--- src/rtl/clock_mode_ctrl.sv ---
// clock_mode_ctrl: top-level mode sequencer for the digital clock (setter ownership, alarm ring with timeout/stop)
// Ports:
//   clk, rst (async active-low)        clock and reset
//   sec_tick                           one-cycle pulse per second
//   sel/mode/inc/stop buttons          synchronous button levels
//   cur_*/alarm_*, alarm_on            current time, stored alarm, armed flag
//   set_time_ack, set_alarm_ack        setter finished levels
//   set_time_en, set_alarm_en          setter enables
//   mode_pulse, inc_pulse              one-cycle pulses to the active setter
//   alarm_ring                         buzzer drive
//   state                              NORMAL=0 SET_TIME=1 SET_ALARM=2 RINGING=3
module clock_mode_ctrl #(
  parameter int RING_SECS = 60
) (
  input  logic       clk,
  input  logic       rst,
  input  logic       sec_tick,
  input  logic       sel_button,
  input  logic       mode_button_in,
  input  logic       inc_button_in,
  input  logic       stop_button,
  input  logic [4:0] cur_hours,
  input  logic [5:0] cur_minutes,
  input  logic [5:0] cur_seconds,
  input  logic [4:0] alarm_hours,
  input  logic [5:0] alarm_minutes,
  input  logic       alarm_on,
  input  logic       set_time_ack,
  input  logic       set_alarm_ack,
  output logic       set_time_en,
  output logic       set_alarm_en,
  output logic       mode_pulse,
  output logic       inc_pulse,
  output logic       alarm_ring,
  output logic [1:0] state
);
  localparam int CW = $clog2(RING_SECS + 1);
  typedef enum logic [1:0] {NORMAL, SET_TIME, SET_ALARM, RINGING} state_e;
  state_e state_q, state_d;
  logic [CW-1:0] cnt_q, cnt_d;
  logic sel_q, mode_q, inc_q, stop_q, tack_q, aack_q;
  logic sel_e, mode_e, inc_e, stop_e, tack_e, aack_e;
  logic match, timeout, setting, ten_d, aen_d, mp_d, ip_d, ring_d;
  assign sel_e   = sel_button & ~sel_q;
  assign mode_e  = mode_button_in & ~mode_q;
  assign inc_e   = inc_button_in & ~inc_q;
  assign stop_e  = stop_button & ~stop_q;
  assign tack_e  = set_time_ack & ~tack_q;
  assign aack_e  = set_alarm_ack & ~aack_q;
  assign match   = alarm_on & sec_tick & (cur_hours == alarm_hours) &
                   (cur_minutes == alarm_minutes) & (cur_seconds == 6'd0);
  assign timeout = sec_tick & (cnt_q == CW'(RING_SECS - 1));
  always_ff @(posedge clk or negedge rst)
    if (!rst) begin
      state_q <= NORMAL;
      cnt_q   <= '0;
    end else begin
      state_q <= state_d;
      cnt_q   <= cnt_d;
    end
  always_comb begin
    state_d = state_q;
    cnt_d   = cnt_q;
    case (state_q)
      NORMAL: begin
        cnt_d   = match ? '0 : cnt_q;
        state_d = match ? RINGING : sel_e ? SET_TIME : NORMAL;
      end
      SET_TIME:  state_d = tack_e ? NORMAL : sel_e ? SET_ALARM : SET_TIME;
      SET_ALARM: state_d = (aack_e | sel_e) ? NORMAL : SET_ALARM;
      default: begin
        cnt_d   = sec_tick ? cnt_q + 1'b1 : cnt_q;
        state_d = (stop_e | timeout) ? NORMAL : RINGING;
      end
    endcase
  end
  // pulses only reach a setter that stays in control this cycle
  assign setting = (state_q == SET_TIME) | (state_q == SET_ALARM);
  always_comb begin
    ten_d  = state_d == SET_TIME;
    aen_d  = state_d == SET_ALARM;
    ring_d = state_d == RINGING;
    mp_d   = mode_e & setting & (state_d == state_q);
    ip_d   = inc_e & setting & (state_d == state_q);
  end
  always_ff @(posedge clk or negedge rst)
    if (!rst) begin
      {sel_q, mode_q, inc_q, stop_q, tack_q, aack_q} <= '0;
      {set_time_en, set_alarm_en, mode_pulse, inc_pulse, alarm_ring} <= '0;
    end else begin
      {sel_q, mode_q, inc_q, stop_q, tack_q, aack_q} <=
        {sel_button, mode_button_in, inc_button_in, stop_button, set_time_ack, set_alarm_ack};
      {set_time_en, set_alarm_en, mode_pulse, inc_pulse, alarm_ring} <= {ten_d, aen_d, mp_d, ip_d, ring_d};
    end
  assign state = state_q;
endmodule

--- config.mk ---
export PLATFORM = sky130hd
export DESIGN_NAME = clock_mode_ctrl
export DESIGN_NICKNAME = d
export VERILOG_FILES = /design/src/rtl/clock_mode_ctrl.sv
export SDC_FILE = /design/constraint.sdc
export NUM_CORES = 1
export LEC_CHECK = 0
export ABC_CLOCK_PERIOD_IN_PS = 2000
export CAP_MARGIN = 5
export CORE_MARGIN = 2
export CORE_UTILIZATION = 41
export DETAILED_ROUTE_END_ITERATION = 12
export GPL_TIMING_DRIVEN = 0
export PLACE_DENSITY = 0.78
export SLEW_MARGIN = 25
export SYNTH_ARGS = -nofsm -noshare
export SYNTH_HDL_FRONTEND = slang
export SYNTH_SLANG_ARGS = --single-unit
--- constraint.sdc ---
create_clock -name clk -period 2 [get_ports clk]
set_clock_uncertainty 0.05 [all_clocks]
set_input_delay 0.2 -clock clk [delete_from_list [all_inputs] [get_ports clk]]
set_output_delay 0.2 -clock clk [all_outputs]
set_load 0.05 [all_outputs]
Word level (Yosys, flattened, before mapping). Cells that the tools add are included.

Muxes and demuxes: 10. Add/sub/neg operators: 1. Reductions and logical operators: 5. Eq/ne operators: 10. Bitwise operators: 25.

Operators with widths (number): $and A1 B1 Y1 (15); $mux W6 (2); $pmux W6 S2 (1); $mux W2 (5); $not A1 Y1 (7); $add A6 B1 Y6 const B (1); $eq A2 B2 Y1 const B (3); $eq A6 B6 Y1 (1); $eq A6 B6 Y1 const B (1); $logic_not A6 Y1 (1); $pmux W2 S3 (1); $eq A5 B5 Y1 (1); $eq A2 B1 Y1 const B (2); $or A1 B1 Y1 (3); $reduce_and A3 Y1 (1); $eq A2 B2 Y1 (1); $logic_not A2 Y1 (1); $ne A2 B2 Y1 const B (1); $reduce_bool A2 Y1 (1); $reduce_or A2 Y1 (1); $mux W1 (1).

Output and inout bits: 7. Logic and storage cells: 64. Input port bits: 38. Flip-flop bits (word level): 19.

Depth between registers and ports, before layout. Gate-level depths: netlist of run 1.

Depth in word-level cells: 8. Mapped depth: 8. Mapped depth without buffers: 8.

Least setup slack after synthesis of run 1. Ideal clock, no wire load.

Path type: register to register. Start: reg state_q[0] (netlist: state[0]). End: reg cnt_q[5]. Library setup time: 77 ps. Slack: -150 ps. Clock period less this slack: 2150 ps. Required time: 1873 ps. Arrival: 2022 ps. Stages on the path, launching flop included: 8. Path buffers: 0. Cells stage by stage: dfrtp_1 inv_1 ha_1 nor2_1 and2_1 nand4_1 or3_1 a21oi_1.

Word-level cells in the longest chain between the ends: 4. Elaborated cells on any way between the ends: 9. Those cells by class: eq/ne (3); mux (1); bitwise (1); reduce/logical (4).

Ends and longest elaborated chain: from (decl) (line 39) `state_e state_q, state_d;`; from (signal assigned) (line 58) `state_q <= state_d;`; $eq A2 B1 Y1 or $eq A2 B2 Y1 (tied branches) (line 64) `case (state_q)`; $reduce_or A2 Y1 (no source line); $not A1 Y1 (no source line); $reduce_and A3 Y1 (no source line); to (signal assigned) (line 59) `cnt_q <= cnt_d;`; to (decl) (line 40) `logic [CW-1:0] cnt_q, cnt_d;`.

Several ways; a longest one is shown, not always the timed one. A chain may end at the register's enable or synchronous reset.

Final worst setup path of run 1.
Start: reg state_q[0] (netlist: state[0]). End: reg mode_pulse.

Word-level cells in the longest chain between the ends: 4. Elaborated cells on any way between the ends: 8. Those cells by class: eq/ne (3); mux (1); bitwise (3); reduce/logical (1).

Ends and longest elaborated chain: $eq A2 B2 Y1 (tied with other cells) (line 64, 78); $pmux W2 S3 or $or A1 B1 Y1 (tied branches) (line 64, 78); $eq A2 B2 Y1 or $and A1 B1 Y1 (tied branches) (line 83) `mp_d = mode_e & setting & (state_d == state_q);`; $and A1 B1 Y1 (*) (line 83); named net mp_d (line 43) `logic match, timeout, setting, ten_d, aen_d, mp_d, ip_d, ring_d;`; to (signal assigned) (line 93) `{set_time_en, set_alarm_en, mode_pulse, inc_pulse, alarm_ring} <= {ten_d, aen_d, mp_d, ip_d, ring_d};`; to (decl) (line 32) `output logic mode_pulse,`.

Mark *: on every way through the listed nets, which the timed path passes. The rest lies on a longest branch.

==> results of run 1 <==
==> worst register-to-register path, stage by stage, from the launching register on <==
cell and delay (ns):
dfrtp_2 0.43, inv_2 0.06, buf_4 0.13, buf_4 0.12, buf_4 0.13, ha_4 0.15
o21ai_2 0.07, o21ai_2 0.11, a211oi_4 0.32, xnor2_2 0.14, nor3_2 0.19
==> where the power goes <==
group / switching (W) / leakage, nW / internal [W]
clock network: 0.000116 / 0.0177 / 0.0000746
registers: 0.0000695 / 0.240 / 0.000474
logic: 0.000502 / 0.463 / 0.000486
==> sequential cells by signal (all words and copies together) (netlist names) <==
register,cells
inc_pulse,1
set_alarm_en,1
stop_q,1
inc_q,1
state,2
sel_q,1
aack_q,1
mode_pulse,1
tack_q,1
set_time_en,1
cnt_q,6
mode_q,1
alarm_ring,1
==> final cells by class <==
class,instances,area (µm²)
multi-input combinational,70,591
tap,30,37.5
clock buffer,3,22.5
fill,185,723
clock inverter,1,5.00
sequential,19,478
inverter,8,30.0
timing repair buffer,58,546
==> Yosys cell counts, drive strengths merged (2+ instances only) <==
cell type,n
xor2,3
dfrtp,19
xnor2,13
nor2,6
a211oi,2
nor4,2
ha,5
nor3,5
nand2,7
nand4,6
o21ai,6
nand3b,3
nand3,2
inv,8
==> worst max path at each step <==
stage	slack, ns	to	from	cells after the start
floorplan	0.01	inc_pulse	state[0]	8
global placement	-0.05	cnt_q[0]	cur_hours[2]	7
detailed placement	-0.17	cnt_q[0]	cur_hours[2]	7
CTS	-0.02	inc_pulse	state[1]	8
global route	-0.06	mode_pulse	state[0]	10
finish	0.03	mode_pulse	state[0]	10
==> kinds of logic (layout without fill, tap and decap cells) <==
kind of cell / after synthesis / count (layout)
compound gates: 10 / 10
simple gates: 39 / 39
fa+ha+maj: 5 / 5
flops: 19 / 19
buf+inv: 8 / 70
xor+xnor: 16 / 16
==> per-stage QoR <==
| stage | std cells | power [W] | util |
|---|---|---|---|
| final | 189 | 0.00172 | 0.703 |
| after global routing | 189 | 0.00183 | 0.703 |
| after CTS | 185 | 0.00163 | 0.676 |
| after detailed placement | 171 | 0.00125 | 0.620 |
| after global placement | 171 | 0.00123 | 0.620 |
| after floorplan | 97 | 0.000999 | - |
==> metal layers <==
| layer | GRT usage | wire, µm | vias up |
|---|---|---|---|
| li1 | - | - | 458 |
| met1 | 0.216 | 951 | 416 |
| met2 | 0.341 | 1280 | 43 |
| met3 | 0.0417 | 167 | 6 |
| met4 | 0.121 | 65 | 0 |
| met5 | 0 | 0 | - |
==> repair_timing <==
item	CTS	global route
pin swaps	8	7
setup buffers	10	4
setup endpoints to repair	4	8
hold endpoints to repair	0	0
hold buffers	0	0
gates resized for setup	8	8
==> results.json, run 1 <==
{
  "status": "completed",
  "arrival_ns": 2.15,
  "hold_ws_ns": 0.307,
  "syn_nets": 140,
  "min_path_cells": 1,
  "core_area_um2": 2430,
  "path_cells": "inv_2, buf_4, buf_4, buf_4, ha_4, o21ai_2, o21ai_2, a211oi_4, xnor2_2, nor3_2",
  "fin_nets": 203,
  "syn-cell-area_um2": 1030,
  "io_pins": 45,
  "min_to": "sel_q",
  "start_util": 0.422,
  "synth_area_per_cell_um2": 10.6,
  "finalMaxSlewViolations": 0,
  "min_path_type": "in -> reg",
  "period_share": 0.986,
  "yosysSeqAreaShare": 0.463,
  "path_max_fanout": 4,
  "ys_ff_latch": 19,
  "yosysTopAreaCellShare": 0.463,
  "dieHeight_um": 54.1,
  "grt-ovfl-total": 0,
  "drive_above_1_share": 0.252,
  "viasPerCell": 4.88,
  "routed-via-count": 923,
  "synth_compound_area_frac": 0.0804,
  "synthAdderAreaFrac": 0.0609,
  "die_area_um2": 2920,
  "period_minus_slack_ns": 1.97,
  "design_area_um2": 1710,
  "std_cell_rows": 18,
  "worst_path_most_repeated_cell": "buf_4",
  "regToRegSetupSlack_ns": 0.03,
  "slowest_stage": "dfrtp_2",
  "wl_per_cell_um": 13.0,
  "area_growth_pct": 66.4,
  "tns_ns": 0,
  "post-place-ws_ns": -0.170,
  "crit_buf_inv": 4,
  "crit_type": "reg -> reg",
  "max_slew_margin": 0.442,
  "h-tree-depth": 1,
  "numCtsBuffers": 3,
  "synth_ff_type": "dfrtp_1",
  "cp_top_family": "compound AO/OA/AOI/OAI gates",
  "r2r_end": "mode_pulse",
  "antennaDiodeCount": 0,
  "finalSetupViolations": 0,
  "synthCells": 97,
  "synth_xor_area_frac": 0.136,
  "placed_area_um2": 1510,
  "final_cell_mix": "clkdlybuf4s50_1, dfrtp_1, buf_4",
  "cts_tree": "yes",
  "power_density_nw_per_um2": 1010,
  "ant_nets": 0,
  "grt_pass1_vias": 923,
  "synthDistinctLibCells": 28,
  "clk_latency_ns": 0.30,
  "max_freq_ghz": 0.507,
  "reg2regPathDepth": 10,
  "synthMuxAreaShare": 0,
  "cellLeakagePower_nw": 0.721,
  "required_ns": 2.18,
  "gp_congestion": 0.736,
  "yosys.area.top_type": "dfrtp_1",
  "synth_edf_count": 0,
  "fin_ws_ns": 0.0277,
  "track_usage": 0.196,
  "final_common_cell": "clkdlybuf4s50_1",
  "synthSimpleGateAreaFrac": 0.230,
  "start_kind": "flop",
  "port_buffers": 44,
  "crit_path_end_kind": "flop",
  "yosys_warnings": 0,
  "clock-sinks": 19,
  "peakVddDrop_uv": 612,
  "drv_cap": 0,
  "drc": 0,
  "synth_top_family_by_area": "simple AND/OR/NAND/NOR gates",
  "cts.path.max_buffers": 2,
  "clockRootBuffer": "clkbuf_4",
  "critical-path-max-stage-delay_ns": 0.43,
  "antenna_found_initial": 0,
  "first_pass_iters": 4,
  "place_hpwl_mm": 1.76,
  "synth.area.top_cells": "dfrtp_1, xnor2_1, ha_1",
  "r2r_start": "state[0]",
  "grt_pass1_wl_mm": 3.91,
  "routed_wl_mm": 2.46,
  "cts.clk_slew.worst_paths_ns": 0.11,
  "hold_start": "sel_button",
  "worst_pin_slew_ns": 0.835,
  "drt_iter0_drc": 11,
  "finalHoldViolCount": 0,
  "dieWidth_um": 54.1,
  "async_reset_ff_frac": 1.00,
  "grt_max_degree": 20
}
Power figures use the tool's default switching activity.
==> run 2: changes to the inputs <==
==> constraint.sdc (replaced) <==
create_clock -name clk -period 2 [get_ports clk]
set_clock_uncertainty 0.05 [all_clocks]
set_input_delay 0.2 -clock clk [delete_from_list [all_inputs] [get_ports clk]]
set_output_delay 0.2 -clock clk [all_outputs]
set_load 0.01 [all_outputs]
==> run 2 against run 1 <==
Net effect:
- register-to-register slack improved by 0.06 ns
- global-route usage fell by 0.35 points
- utilization fell by 3.1 points
- die area did not move
- critical path type unchanged
- critical path depth fell by 2
- maximum frequency rose by 3.1%
- sequential cell count did not move
- via count fell by 0.22%
- sequential share of layout area rose by 1.2 points
- cell count fell by 3.2%
- highest routed layer unchanged
==> results.json, run 2 (synthesis results as in run 1) <==
{
  "place_hpwl_mm": 1.80,
  "worst_pin_slew_ns": 0.844,
  "regToRegSetupSlack_ns": 0.09,
  "first_pass_iters": 4,
  "r2r_end": "mode_pulse",
  "top_register": "cnt_q",
  "period_minus_slack_ns": 1.91,
  "drt_iter0_drc": 12,
  "cellLeakagePower_nw": 0.695,
  "stdcell_count": 183,
  "postCtsHoldBufs": 0,
  "viasPerCell": 5.03,
  "max_slew_margin": 0.435,
  "area_growth_pct": 59.0,
  "peakVddDrop_uv": 605,
  "cts_tree": "yes",
  "die_area_um2": 2920,
  "finalHoldViolCount": 0,
  "required_ns": 2.15,
  "dieHeight_um": 54.1,
  "min_to": "inc_q",
  "io_pins": 45,
  "placed_cells": 171,
  "wl_per_cell_um": 13.2,
  "period_share": 0.956,
  "routed-via-count": 921,
  "track_usage": 0.192,
  "drv_cap": 0,
  "fin_nets": 197,
  "start_util": 0.422,
  "routed_wl_mm": 2.41,
  "register_area_um2": 475,
  "crit_type": "reg -> reg",
  "antennaDiodeCount": 0,
  "final_cell_mix": "clkdlybuf4s50_1, dfrtp_1, xnor2_1",
  "start_kind": "flop",
  "design_area_um2": 1630,
  "power_density_nw_per_um2": 906,
  "cts.path.max_buffers": 2,
  "h-tree-depth": 1,
  "clockRootBuffer": "clkbuf_4",
  "grt-ovfl-total": 0,
  "final_common_cell": "clkdlybuf4s50_1",
  "grt_max_degree": 20,
  "core_area_um2": 2430,
  "grt_pass1_wl_mm": 3.92,
  "max_freq_ghz": 0.523,
  "r2r_start": "state[1]",
  "gp_congestion": 0.739,
  "finalMaxSlewViolations": 0,
  "finalSetupViolations": 0,
  "dieWidth_um": 54.1,
  "cts.clk_slew.worst_paths_ns": 0.11,
  "final_util": 0.671,
  "reg2regPathDepth": 8,
  "grt_pass1_vias": 951,
  "numCtsBuffers": 3,
  "port_buffers": 44,
  "path_max_fanout": 3,
  "antenna_found_initial": 0,
  "status": "completed",
  "min_path_type": "in -> reg",
  "ant_nets": 0,
  "arrival_ns": 2.06,
  "fillers": 190,
  "clk_latency_ns": 0.30,
  "drc": 0,
  "drive_above_1_share": 0.176,
  "min_path_cells": 1,
  "multi_input_area_um2": 562,
  "largest_reg_flops": 6,
  "std_cell_rows": 18,
  "crit_path_end_kind": "flop",
  "placed_area_um2": 1510,
  "hold_start": "inc_button_in",
  "clock-sinks": 19
}
[run 2: metrics by stage]
step,TNS [ns],power (W),worst slack (ns),hold slack [ns]
detailed placement,-0.202,0.00111,-0.0837,0.426
global placement,-0.0714,0.00110,-0.0304,0.421
floorplan,0,0.000866,0.115,-0.146
global route,-0.0625,0.00159,-0.0207,0.302
CTS,0,0.00144,0.0213,0.303
finish,0,0.00148,0.0871,0.307
[run 2: worst max path at each step]
stage | startpoint | to | cells after the start
after floorplan | state[0] | inc_pulse | 8
after global placement | state[0] | inc_pulse | 8
after detailed placement | state[0] | inc_pulse | 8
after CTS | state[1] | mode_pulse | 8
after global routing | state[1] | mode_pulse | 8
final | state[1] | mode_pulse | 8
[run 2: what timing repair did]
item                       4_1_cts  5_1_grt
buffers inserted                 6        2
setup endpoints to repair        4        7
gates resized for setup          8        1
pin swaps                        8        3
[run 2: layer usage]
layer  vias up  share of wire  GRT usage
li1        446              -          -
met4         0          0.022      0.100
met2        47           0.54      0.372
met1       423           0.37      0.200
met5         -              0          0
met3         5          0.065     0.0222
[run 2: where the power goes]
group	switching (W)	internal (W)	leakage, nW	total (W)
Combinational	0.000333	0.000423	0.434	0.000756
Sequential	0.0000606	0.000470	0.243	0.000531
Clock	0.000118	0.0000746	0.0177	0.000193
Total	0.000511	0.000968	0.695	0.00148
[run 2: layout make-up]
type | instances | area share
Multi-Input combinational cell | 70 | 0.344
Tap cell | 30 | 0.0230
Clock inverter | 1 | 0.00307
Clock buffer | 3 | 0.0138
Timing Repair Buffer | 52 | 0.307
Inverter | 8 | 0.0184
Sequential cell | 19 | 0.291
[run 2: critical path, stage by stage, from the launching register on]
cell      delay, ns
dfrtp_1        0.43
inv_2          0.11
ha_4           0.15
nor4b_4        0.20
nand4_1        0.17
nor4_4         0.30
a211oi_2       0.09
xnor2_1        0.25
nor3_1         0.07
==> run 3: changes to the inputs <==
--- a/config.mk
+++ b/config.mk
@@ -12,7 +12,7 @@
 export DETAILED_ROUTE_END_ITERATION = 12
 export GPL_TIMING_DRIVEN = 0
 export PLACE_DENSITY = 0.78
-export SLEW_MARGIN = 25
+export SLEW_MARGIN = 40
 export SYNTH_ARGS = -nofsm -noshare
 export SYNTH_HDL_FRONTEND = slang
 export SYNTH_SLANG_ARGS = --single-unit
==> run 3 against run 2 <==
Net effect:
- combinational power hardly changed
- critical endpoint unchanged
- first-iteration DRC count unchanged
- highest routed layer unchanged
- largest cell class unchanged
- sequential share of layout area fell by 0.089 points
- largest power group unchanged
- via count rose by 0.33%
- critical path type unchanged
==> results.json, run 3 (synthesis results as in run 1) <==
{
  "status": "completed",
  "std_cell_rows": 18,
  "grt_pass1_wl_mm": 3.92,
  "final_util": 0.673,
  "dieWidth_um": 54.1,
  "wl_met2_mm": 1.30,
  "wl_met1_um": 904,
  "critical-path-max-stage-delay_ns": 0.43,
  "grt_max_degree": 20,
  "routed_wl_mm": 2.42,
  "die_area_um2": 2920,
  "cts.clk_slew.worst_paths_ns": 0.11,
  "drt_iter0_drc": 12,
  "cts.path.max_buffers": 2,
  "clockRootBuffer": "clkbuf_4",
  "required_ns": 2.15,
  "grt_pass1_vias": 951,
  "period_minus_slack_ns": 1.91,
  "cts_tree": "yes",
  "met3_length_um": 159,
  "place_hpwl_mm": 1.80,
  "slowest_stage": "dfrtp_1",
  "fin_ws_ns": 0.0864,
  "antenna_found_initial": 0,
  "fin_nets": 198,
  "worst_pin_slew_ns": 0.461,
  "antennaDiodeCount": 0,
  "p_sw_frac": 0.346,
  "numCtsBuffers": 3,
  "peakVddDrop_uv": 605,
  "crit_buf_inv": 1,
  "top_register": "cnt_q",
  "tns_ns": 0,
  "ant_nets": 0,
  "area_growth_pct": 59.4,
  "path_max_fanout": 3,
  "gp_congestion": 0.739,
  "post-place-ws_ns": -0.0837,
  "core_area_um2": 2430,
  "finalHoldViolCount": 0,
  "seq_power_share": 0.359,
  "path_cells": "inv_2, ha_4, nor4b_4, nand4_1, nor4_4, a211oi_2, xnor2_1, nor3_1",
  "stdcell_count": 184,
  "min_path_type": "in -> async",
  "max_slew_margin": 0.689,
  "wl_per_cell_um": 13.2,
  "drv_cap": 0,
  "drc": 0,
  "p_sw_w": 0.000512,
  "drive_above_1_share": 0.182,
  "top_layer_used": "met4",
  "pwr-share-clk": 0.130,
  "start_util": 0.422,
  "finalMaxSlewViolations": 0,
  "final_cell_mix": "clkdlybuf4s50_1, dfrtp_1, xnor2_1",
  "period_share": 0.957,
  "io_pins": 45,
  "crit_path_end_kind": "flop",
  "cellLeakagePower_nw": 0.699,
  "start_kind": "flop",
  "viasPerCell": 5.02,
  "max_freq_ghz": 0.523,
  "p_comb_frac": 0.511,
  "dieHeight_um": 54.1,
  "cp_top_family": "simple AND/OR/NAND/NOR gates",
  "grt-ovfl-total": 0,
  "power_density_nw_per_um2": 904,
  "h-tree-depth": 1,
  "clk_latency_ns": 0.30,
  "final_common_cell": "clkdlybuf4s50_1",
  "p_int_w": 0.000968,
  "crit_type": "reg -> reg",
  "placed_cells": 171,
  "track_usage": 0.192,
  "largest_reg_flops": 6,
  "clock-sinks": 19,
  "arrival_ns": 2.06,
  "port_buffers": 44,
  "first_pass_iters": 4,
  "routed-via-count": 924,
  "finalSetupViolations": 0
}
==> run 3: cell count changes in the layout (fill, tap and decap cells not counted) <==
| cell | before | now |
|---|---|---|
| dlygate4sd3_1 | 0 | 1 |
| clkdlybuf4s50_1 | 44 | 43 |
| buf_2 | 0 | 1 |
==> run 3: area by class of cell <==
cell class              instances  area [µm²]
repair buffers                 53         505
multi-input cells              70         562
clock inverters                 1        5.00
clock buffers                   3        22.5
fillers                       189         795
well taps                      30        37.5
inverters                       8        30.0
flip-flops and latches         19         475
==> run 3: final timing paths <==
kind	startpoint	cells after the start	endpoint	slack, ns
worst max-delay path	state[1]	8	mode_pulse	0.09
worst min-delay path	rst	2	cnt_q[1]	0.31
worst max register to register	state[1]	8	mode_pulse	0.09
worst min register to register	mode_q	2	mode_pulse	0.45
max in group asynchronous	rst	2	set_time_en	1.29
min in group clk	inc_button_in	1	inc_q	0.31
==> run 3: metal layers <==
layer,vias up,global-route usage
met5,-,0
met4,0,0.100
met3,5,0.0222
met2,47,0.372
met1,424,0.200
li1,448,-
==> run 3: per-stage QoR <==
stage | hold slack, ns | total power, W | area [µm²]
final | 0.307 | 0.00148 | 1640
after global routing | 0.302 | 0.00159 | 1640
after detailed placement | 0.426 | 0.00111 | 1510
after global placement | 0.421 | 0.00110 | 1510
after CTS | 0.303 | 0.00144 | 1610
after floorplan | -0.146 | 0.000866 | 1030
==> run 3: worst reg2reg max path, delay by kind of cell (launching register included) <==
kind / cells / cell delay [ns]
simple gates: 4 / 0.74
flops: 1 / 0.43
xor+xnor: 1 / 0.25
fa+ha+maj: 1 / 0.15
buf+inv: 1 / 0.11
compound gates: 1 / 0.09
==> run 3: power groups by stage <==
stage	logic, W	clock network [W]	registers [W]
floorplan	0.000309	0	0.000557
global placement	0.000549	0	0.000546
detailed placement	0.000562	0	0.000550
CTS	0.000715	0.000199	0.000529
global route	0.000828	0.000220	0.000539
finish	0.000757	0.000192	0.000531
==> run 3: timing repair <==
item | in CTS | in global routing
setup buffers | 6 | 2
endpoints found under the hold margin | 0 | 19
hold buffers | 0 | 1
endpoints found under the setup margin | 4 | 7
pin swaps | 8 | 3
resized for setup | 8 | 1
cloned | 0 | 0
